--- src/rtl/silife_pkg.sv ---
// silife_pkg: shared state encodings, default rule masks and state-width helper
package silife_pkg;
   localparam int ST_DEAD        = 0;
   localparam int ST_ALIVE       = 1;
   localparam int ST_DYING_FIRST = 2;
   localparam logic [8:0] RULE_B3  = 9'b000001000;
   localparam logic [8:0] RULE_S23 = 9'b000001100;
   function automatic int state_width(input int states);
      return (states <= 2) ? 1 : $clog2(states);
   endfunction
endpackage

--- src/rtl/silife_neighbor_count.sv ---
// silife_neighbor_count: 4-bit population count of the eight neighbour flags
module silife_neighbor_count (
   input  logic [7:0] bits,
   output logic [3:0] count
);
   always_comb begin
      count = '0;
      for (int i = 0; i < 8; i++) count = count + 4'(bits[i]);
   end
endmodule

--- src/rtl/silife_gen_cell.sv ---
// silife_gen_cell: rule-programmable Life cell with decay states, history, still detector and scan
module silife_gen_cell
   import silife_pkg::*;
#(
   parameter int STATES        = 2,
   parameter int HISTORY_DEPTH = 5,
   parameter int STILL_W       = 4,
   localparam int SW           = state_width(STATES)
) (
   input  logic                     clk,
   input  logic                     reset,
   input  logic                     enable,
   input  logic                     revive,
   input  logic                     kill,
   input  logic [8:0]               rule_birth,
   input  logic [8:0]               rule_survive,
   input  logic [7:0]               neighbors,
   input  logic                     scan_en,
   input  logic                     scan_in,
   output logic                     scan_out,
   output logic                     out,
   output logic [SW-1:0]            state,
   output logic [HISTORY_DEPTH-1:0] history,
   output logic [STILL_W-1:0]       still
);
   localparam logic [SW-1:0] S_DEAD  = SW'(ST_DEAD);
   localparam logic [SW-1:0] S_ALIVE = SW'(ST_ALIVE);
   localparam logic [SW-1:0] S_DECAY = (STATES == 2) ? S_DEAD : SW'(ST_DYING_FIRST);
   logic [3:0]    count;
   logic [31:0]   cur;
   logic [SW-1:0] step;
   silife_neighbor_count u_count (
      .bits  (neighbors),
      .count (count)
   );
   assign cur = 32'(state);
   // dying states advance regardless of neighbours; the last one and any out-of-range value return to dead
   assign step = (cur == ST_DEAD)   ? (rule_birth[count] ? S_ALIVE : S_DEAD) :
                 (cur == ST_ALIVE)  ? (rule_survive[count] ? S_ALIVE : S_DECAY) :
                 (cur < STATES - 1) ? SW'(cur + 1) : S_DEAD;
   assign out      = (state == S_ALIVE);
   assign scan_out = state[SW-1];
   always_ff @(posedge clk) begin
      if (reset) begin
         state   <= S_DEAD;
         history <= '0;
         still   <= '0;
      end else if (scan_en) begin
         state <= SW'({state, scan_in});
      end else if (kill) begin
         state <= S_DEAD;
         still <= '0;
      end else if (revive) begin
         state <= S_ALIVE;
         still <= '0;
      end else if (enable) begin
         state   <= step;
         history <= HISTORY_DEPTH'({history, out});
         still   <= (step != state) ? '0 : (&still) ? still : still + STILL_W'(1);
      end
   end
endmodule

--- config.mk ---
export PLATFORM = sky130hd
export DESIGN_NAME = silife_gen_cell
export DESIGN_NICKNAME = d
export VERILOG_FILES = /design/src/rtl/silife_pkg.sv /design/src/rtl/silife_neighbor_count.sv /design/src/rtl/silife_gen_cell.sv
export SDC_FILE = /design/constraint.sdc
export NUM_CORES = 1
export LEC_CHECK = 0
export ABC_AREA = 1
export BUFFER_PORTS_ARGS = -buffer_cell sky130_fd_sc_hd__clkbuf_2
export CAP_MARGIN = 10
export CORE_ASPECT_RATIO = 1.5
export CORE_MARGIN = 2
export CORE_UTILIZATION = 46
export CTS_CLUSTER_DIAMETER = 60
export DETAILED_ROUTE_END_ITERATION = 10
export PLACE_DENSITY_LB_ADDON = 0.3
export SLEW_MARGIN = 20
export SYNTH_ARGS = -nofsm -noshare
export SYNTH_HDL_FRONTEND = slang
export SYNTH_SLANG_ARGS = --single-unit
--- constraint.sdc ---
create_clock -name clk -period 4.7 [get_ports clk]
set_clock_uncertainty 0.05 [all_clocks]
set_input_delay 0.235 -clock clk [delete_from_list [all_inputs] [get_ports clk]]
set_output_delay 0.235 -clock clk [all_outputs]
set_load 0.05 [all_outputs]
==> results of run 1 <==
[flip-flops by register name, summed over array words and instances (netlist names)]
register and flops:
out 1, history 5, still 4
[kinds of logic (layout without fill, tap and decap cells)]
| group | count (synthesis) | count (layout) | synth area share (%) |
|---|---|---|---|
| adder cells (fa/ha/maj) | 8 | 8 | 13.8 |
| XOR/XNOR | 2 | 2 | 1.85 |
| AND/OR/NAND/NOR | 87 | 87 | 39.9 |
| AO/OA/AOI/OAI | 15 | 15 | 8.34 |
| buffers and inverters | 34 | 79 | 15.0 |
| flip-flops | 10 | 10 | 21.2 |
[synthesized netlist by cell type]
cell type,number,area share [%]
nand2_1,39,15
inv_1,30,12
nor2_1,22,8.7
nand3_1,19,10
dfxtp_1,10,21
a21oi_1,8,4.2
o21ai_0,6,3.2
fa_1,4,8.5
ha_1,4,5.3
buf_4,3,2.4
nand2_2,2,1.3
nand2_4,2,2.4
nand4_1,2,1.3
a21oi_2,1,0.93
inv_4,1,0.66
nor3_1,1,0.53
xnor2_1,1,0.93
xor2_1,1,0.93
[through the flow]
stage | area [µm²] | hold WS [ns]
after detailed placement | 1170 | 0.432
after global routing | 1210 | 0.156
after CTS | 1210 | 0.139
final | 1210 | 0.145
after floorplan | 945 | 0.254
after global placement | 1170 | 0.418
[layout make-up]
| class | instances | area [µm²] | area share (%) |
|---|---|---|---|
| multi-input cells | 112 | 603 | 50.0 |
| repair buffers | 44 | 220 | 18.3 |
| flip-flops and latches | 10 | 200 | 16.6 |
| inverters | 31 | 119 | 9.85 |
| clock buffers | 4 | 36.3 | 3.01 |
| well taps | 22 | 27.5 | 2.28 |
[routing by layer]
layer	wire length (µm)	global-route usage [%]	up-vias	share of wire [%]
li1	-	-	574	-
met1	829	21.8	466	39
met2	1210	40.4	33	57
met3	91	1.13	0	4.3
met4	0	8.57	0	0
met5	0	0	-	0
[worst max-delay path: stages]
cell and delay (ns):
clkbuf_2 0.08, ha_1 0.26, inv_1 0.04, fa_1 0.49
fa_1 0.42, fa_1 0.41, fa_1 0.60, nand2_1 0.10
nor2_1 0.11, nand2_1 0.07, a21oi_2 0.16, nand2_1 0.10
nand2_2 0.13, nand2_4 0.08, nand2_4 0.08, nand2_2 0.05
nand2_1 0.05, nand2_1 0.04, nor2_1 0.09
[power by group through the flow]
stage          combinational, mW  sequential (mW)  clock (mW)
3_3_place_gp               0.208           0.0939           0
5_1_grt                    0.244           0.0929      0.0843
2_1_floorplan              0.159            0.107           0
3_5_place_dp               0.214           0.0942           0
6_report                   0.214           0.0921      0.0795
4_1_cts                    0.214           0.0922      0.0818
[final timing paths]
check        cells past startpoint  slack [ns]                       to
min                              2        0.14         out$_SDFFE_PP0P_
min reg2reg                      2        0.44  history[4]$_SDFFE_PP0P_
max                             19        1.25    still[0]$_SDFFE_PP0P_
max reg2reg                     10        3.31    still[0]$_SDFFE_PP0P_
==> flow_summary.ini, run 1 <==
[global_route]
grt_pass1_wl_um = 3710
grt_overflow = 0
antenna_found_initial = 0
grt_start_max_net_pins = 11
grt_pass1_vias = 1013
grt_usage_pct = 21.3

[finish]
fin_cells = 223
drive_above_1_share_pct = 26.9
final_cell_mix = clkbuf_2, nand2_1, inv_1
nNetsFinal = 243
layout_commonest_cell = clkbuf_2
n_fill_cell = 187
synthToLayoutAreaGrowth_pct = 27.7
finish.utilization_pct = 61.0
num_antenna_cells = 0

[worst_setup_path]
worstSetupStartpointType = input pin
regToRegStartpoint = out$_SDFFE_PP0P_
crit_fanout = 6
startpoint = neighbors[0]
cp_data_arrival_time_ns = 3.61
end_kind = flip-flop
critPathRequiredTime_ns = 4.86
crit_type = in -> reg

[clock_network]
cts_resized = 0
cts-root-buf = clkbuf_4
post-cts-setup-buffer-count = 0
cts_sinks = 10
insertion_delay_ns = 0.27
cts_buffers = 3
cts_tree = built
cts_hold_buf = 0
cts.htree.levels = 1
cts.clk_slew.worst_paths_ns = 0.07
cts_buffer_depth = 2

[route]
routedWlPerCell_um = 9.57
routed_via_density = 4.81
route.detailed.drc = 0
routed_wl_um = 2130
first_pass_iters = 4
route.vias.total = 1073
ant_nets = 0
drt-initial-drc-count = 15

[synthesis]
syn-num-nets = 197
yosys_warnings = 0
synth_area_um2 = 945
syn_area_per_cell_um2 = 6.06
synth_cells = 156
yosysSeqAreaShare_pct = 21.2
synth_cell_types = 18
synth-seq-cells = 10

[timing]
fmax_ghz = 0.290
rsz0062_at_grt = false
setup-tns-final_ns = 0
slew_headroom_pct = 73.5
min_period_over_period_pct = 73.4
tightest_slew_ns = 0.397
postLayoutSetupSlackWorst_ns = 1.25
hold_violations = 0
slew_viol_final = 0
fin_crit_ns = 3.45
setup_viol = 0

[power_and_ir_drop]
pwr-share-comb_pct = 55.5
internal_power_mw = 0.212
switching_share_pct = 45.0
p_clk_share_pct = 20.6
leakage_nw = 0.721
seq_power_share_pct = 23.9
power.density_nw_per_um2 = 320
power_mw = 0.385
p_switching_mw = 0.173
vdd_drop_max_mv = 0.159

[floorplan]
coreArea_um2 = 1980
initial_utilization_pct = 47.8
io-pin-count = 45
die_h_um = 59.5
die_w_um = 41
row_count = 20
die-area_um2 = 2440

[place]
port_buffers = 44
dpl.cell_count = 219
gp_congestion = 0.807
dpl.hpwl_um = 1820
dpl_worst_slack_ns = 0.962

[worst_hold_path]
hp-class = in -> reg
hold_start = reset

[run]
maxCapViolCount = 0

[outcome]
status = complete, no violations
No activity file was read; power rests on OpenSTA's default activity.
==> inputs of run 2 (changes only) <==
--- a/config.mk
+++ b/config.mk
@@ -5,12 +5,12 @@
 export SDC_FILE = /design/constraint.sdc
 export NUM_CORES = 1
 export LEC_CHECK = 0
-export ABC_AREA = 1
+export ABC_AREA = 0
 export BUFFER_PORTS_ARGS = -buffer_cell sky130_fd_sc_hd__clkbuf_2
 export CAP_MARGIN = 10
 export CORE_ASPECT_RATIO = 1.5
 export CORE_MARGIN = 2
-export CORE_UTILIZATION = 46
+export CORE_UTILIZATION = 40
 export CTS_CLUSTER_DIAMETER = 60
 export DETAILED_ROUTE_END_ITERATION = 10
 export PLACE_DENSITY_LB_ADDON = 0.3
==> constraint.sdc (replaced) <==
create_clock -name clk -period 2.8 [get_ports clk]
set_clock_uncertainty 0.05 [all_clocks]
set_input_delay 0.14 -clock clk [delete_from_list [all_inputs] [get_ports clk]]
set_output_delay 0.14 -clock clk [all_outputs]
set_load 0.05 [all_outputs]
==> run 2 against run 1 <==
  * The flow now finishes with violations (setup timing)
  * Utilization shrank 3.2 points
  * Combinational power grew 82%
  * Non-clock buffer count grew 9
  * Setup slack lost 2.0 ns
  * Die area grew 8.4%
  * Sequential share of layout area shrank 0.71 points
  * Sequential cell count is the same
  * Register-to-register slack lost 2.1 ns
==> flow_summary.ini, run 2 <==
[outcome]
status = complete, but fails checks
violations = setup timing

[power_and_ir_drop]
leakage_nw = 0.614
vdd_drop_max_mv = 0.312
power.density_nw_per_um2 = 509

[route]
drt-initial-drc-count = 29
ant_nets = 0
routed_wl_um = 2220
routedWlPerCell_um = 12.2
route.detailed.drc = 0
route.vias.total = 993
routed_via_density = 5.49
first_pass_iters = 4

[worst_setup_path]
cp_data_arrival_time_ns = 3.61
cp_slowest_cell = mux4_2
end_kind = flip-flop
crit_path_cell_trace = buf_6, ha_4, inv_2, fa_1, fa_1, fa_2, fa_2, xnor2_4, mux4_2, o211a_1, a31o_1, a22o_1
slowest_delay_ns = 0.52
critPathRequiredTime_ns = 2.90
crit_type = in -> reg
path_depth = 12
reg2reg_depth = 7
path_delay_family = adder cells
worstSetupStartpointType = input pin
path_buf_inv = 2
crit_fanout = 4

[synthesis]
synth_xor_area_share_pct = 1.95
yosysSeqAreaShare_pct = 22.3
synth_cells = 108
yosysMostFrequentCell = nor2_1
synth_cell_types = 32
yosysTopAreaCell = dfxtp_1
syn_area_per_cell_um2 = 8.31
synth_area_um2 = 897
synth_top_cell_area_share_pct = 22.3
yosys.area_share.adder_pct = 14.5
synth-edff-count = 0
synth-simple-area-share_pct = 19.8
synth.area.top_cells = dfxtp_1, fa_1, mux2i_1
synth_compound_area_share_pct = 16.6
syn-num-nets = 149
yosys_warnings = 0
synth-async-reset-ratio_pct = 0
synth_commonest_cells = nor2_1, inv_1, dfxtp_1, mux2i_1, a21oi_1
synthFlopType = dfxtp_1
synth.area.mux_share_pct = 16.5
synth-seq-cells = 10
synth_top_family_by_area = simple AND/OR/NAND/NOR gates

[floorplan]
row_count = 21
die-area_um2 = 2650
io-pin-count = 45
die_h_um = 62
coreArea_um2 = 2180
die_w_um = 42.7
initial_utilization_pct = 41.1

[place]
dpl_worst_slack_ns = -1.04
gp_congestion = 0.855
port_buffers = 44
post_dp_cell_area_um2 = 1190
dpl.hpwl_um = 1870

[timing]
setup_viol = 5
fmax_ghz = 0.285
rsz0062_at_grt = true
hold_violations = 0
setup-tns-final_ns = -3.40
slew_headroom_pct = 57.0
min_period_over_period_pct = 125
tightest_slew_ns = 0.643
hold_ws_ns = 0.151
fin_crit_ns = 3.51
slew_viol_final = 0
postLayoutSetupSlackWorst_ns = -0.706

[finish]
regMostFlops = history
layout_commonest_cell = clkbuf_2
nNetsFinal = 201
final_cell_mix = clkbuf_2, nor2_1, inv_1
synthToLayoutAreaGrowth_pct = 40.4
post-route-cell-area_um2 = 1260
drive_above_1_share_pct = 41.1
largest_reg_flops = 5
finish.utilization_pct = 57.8
num_antenna_cells = 0

[global_route]
antenna_found_initial = 0
grt_overflow = 0
grt_usage_pct = 18.3
grt_start_max_net_pins = 12
grt_pass1_vias = 944
grt_pass1_wl_um = 3800

[clock_network]
insertion_delay_ns = 0.26
cts_buffers = 3
cts_hold_buf = 0
cts.htree.levels = 1
cts-root-buf = clkbuf_4
cts_buffer_depth = 2
cts.clk_slew.worst_paths_ns = 0.06
cts_tree = built
cts_sinks = 10

[run]
maxCapViolCount = 0

[worst_hold_path]
hp-class = in -> reg
min_path_cells = 2
run 2: routing by layer:
metal	up-vias	part of all wire, %	track usage [%]
met2	44	57	39.4
li1	480	-	-
met3	2	6.4	1.45
met1	467	36	18.4
met5	-	0	0
met4	0	0.77	4.91
run 2: metrics by stage:
stage | total power, mW | instances
CTS | 0.628 | 180
global placement | 0.505 | 176
finish | 0.641 | 181
floorplan | 0.405 | 108
global route | 0.688 | 181
detailed placement | 0.517 | 176
run 2: worst paths after layout:
path                                start                      end  slack (ns)
setup / recovery             neighbors[1]    still[2]$_SDFFE_PP0P_       -0.71
setup reg to reg    still[0]$_SDFFE_PP0P_    still[3]$_SDFFE_PP0P_        1.20
hold reg to reg   history[4]$_SDFFE_PP0P_  history[4]$_SDFFE_PP0P_        0.45
hold / removal                      reset  history[3]$_SDFFE_PP0P_        0.15
run 2: worst register-to-register path: stages, from the launching register on:
cell and delay, ns:
dfxtp_1 0.41, ha_1 0.23, nand3_1 0.18, nor2b_1 0.19, nor2_1 0.09, o21ai_0 0.08, a21oi_1 0.18, a22o_1 0.13
run 2: repair_timing:
action	in CTS	in global routing
setup endpoints to repair	5	5
resized for setup	1	4
setup buffers	1	1
pin swaps	2	1
run 2: cell families after synthesis:
group	Yosys count
DFF	10
AOI/OAI and AO/OA	23
and+or+nand+nor	36
adders and majority gates	8
xor gates and xnor gates	2
buffers and inverters	18
muxes	11
run 2: report_power, final:
group          switching (mW)  internal (mW)  total, mW
Combinational           0.187          0.203      0.390
Sequential            0.00762          0.145      0.153
Clock                  0.0482         0.0496     0.0978
Total                   0.243          0.398      0.641
run 2: final cells by class:
type | count | area (µm²)
Fill cell | 210 | 921
Multi-Input combinational cell | 80 | 663
Timing Repair Buffer | 53 | 300
Sequential cell | 10 | 200
Inverter | 12 | 45.0
Tap cell | 23 | 28.8
Clock buffer | 3 | 22.5
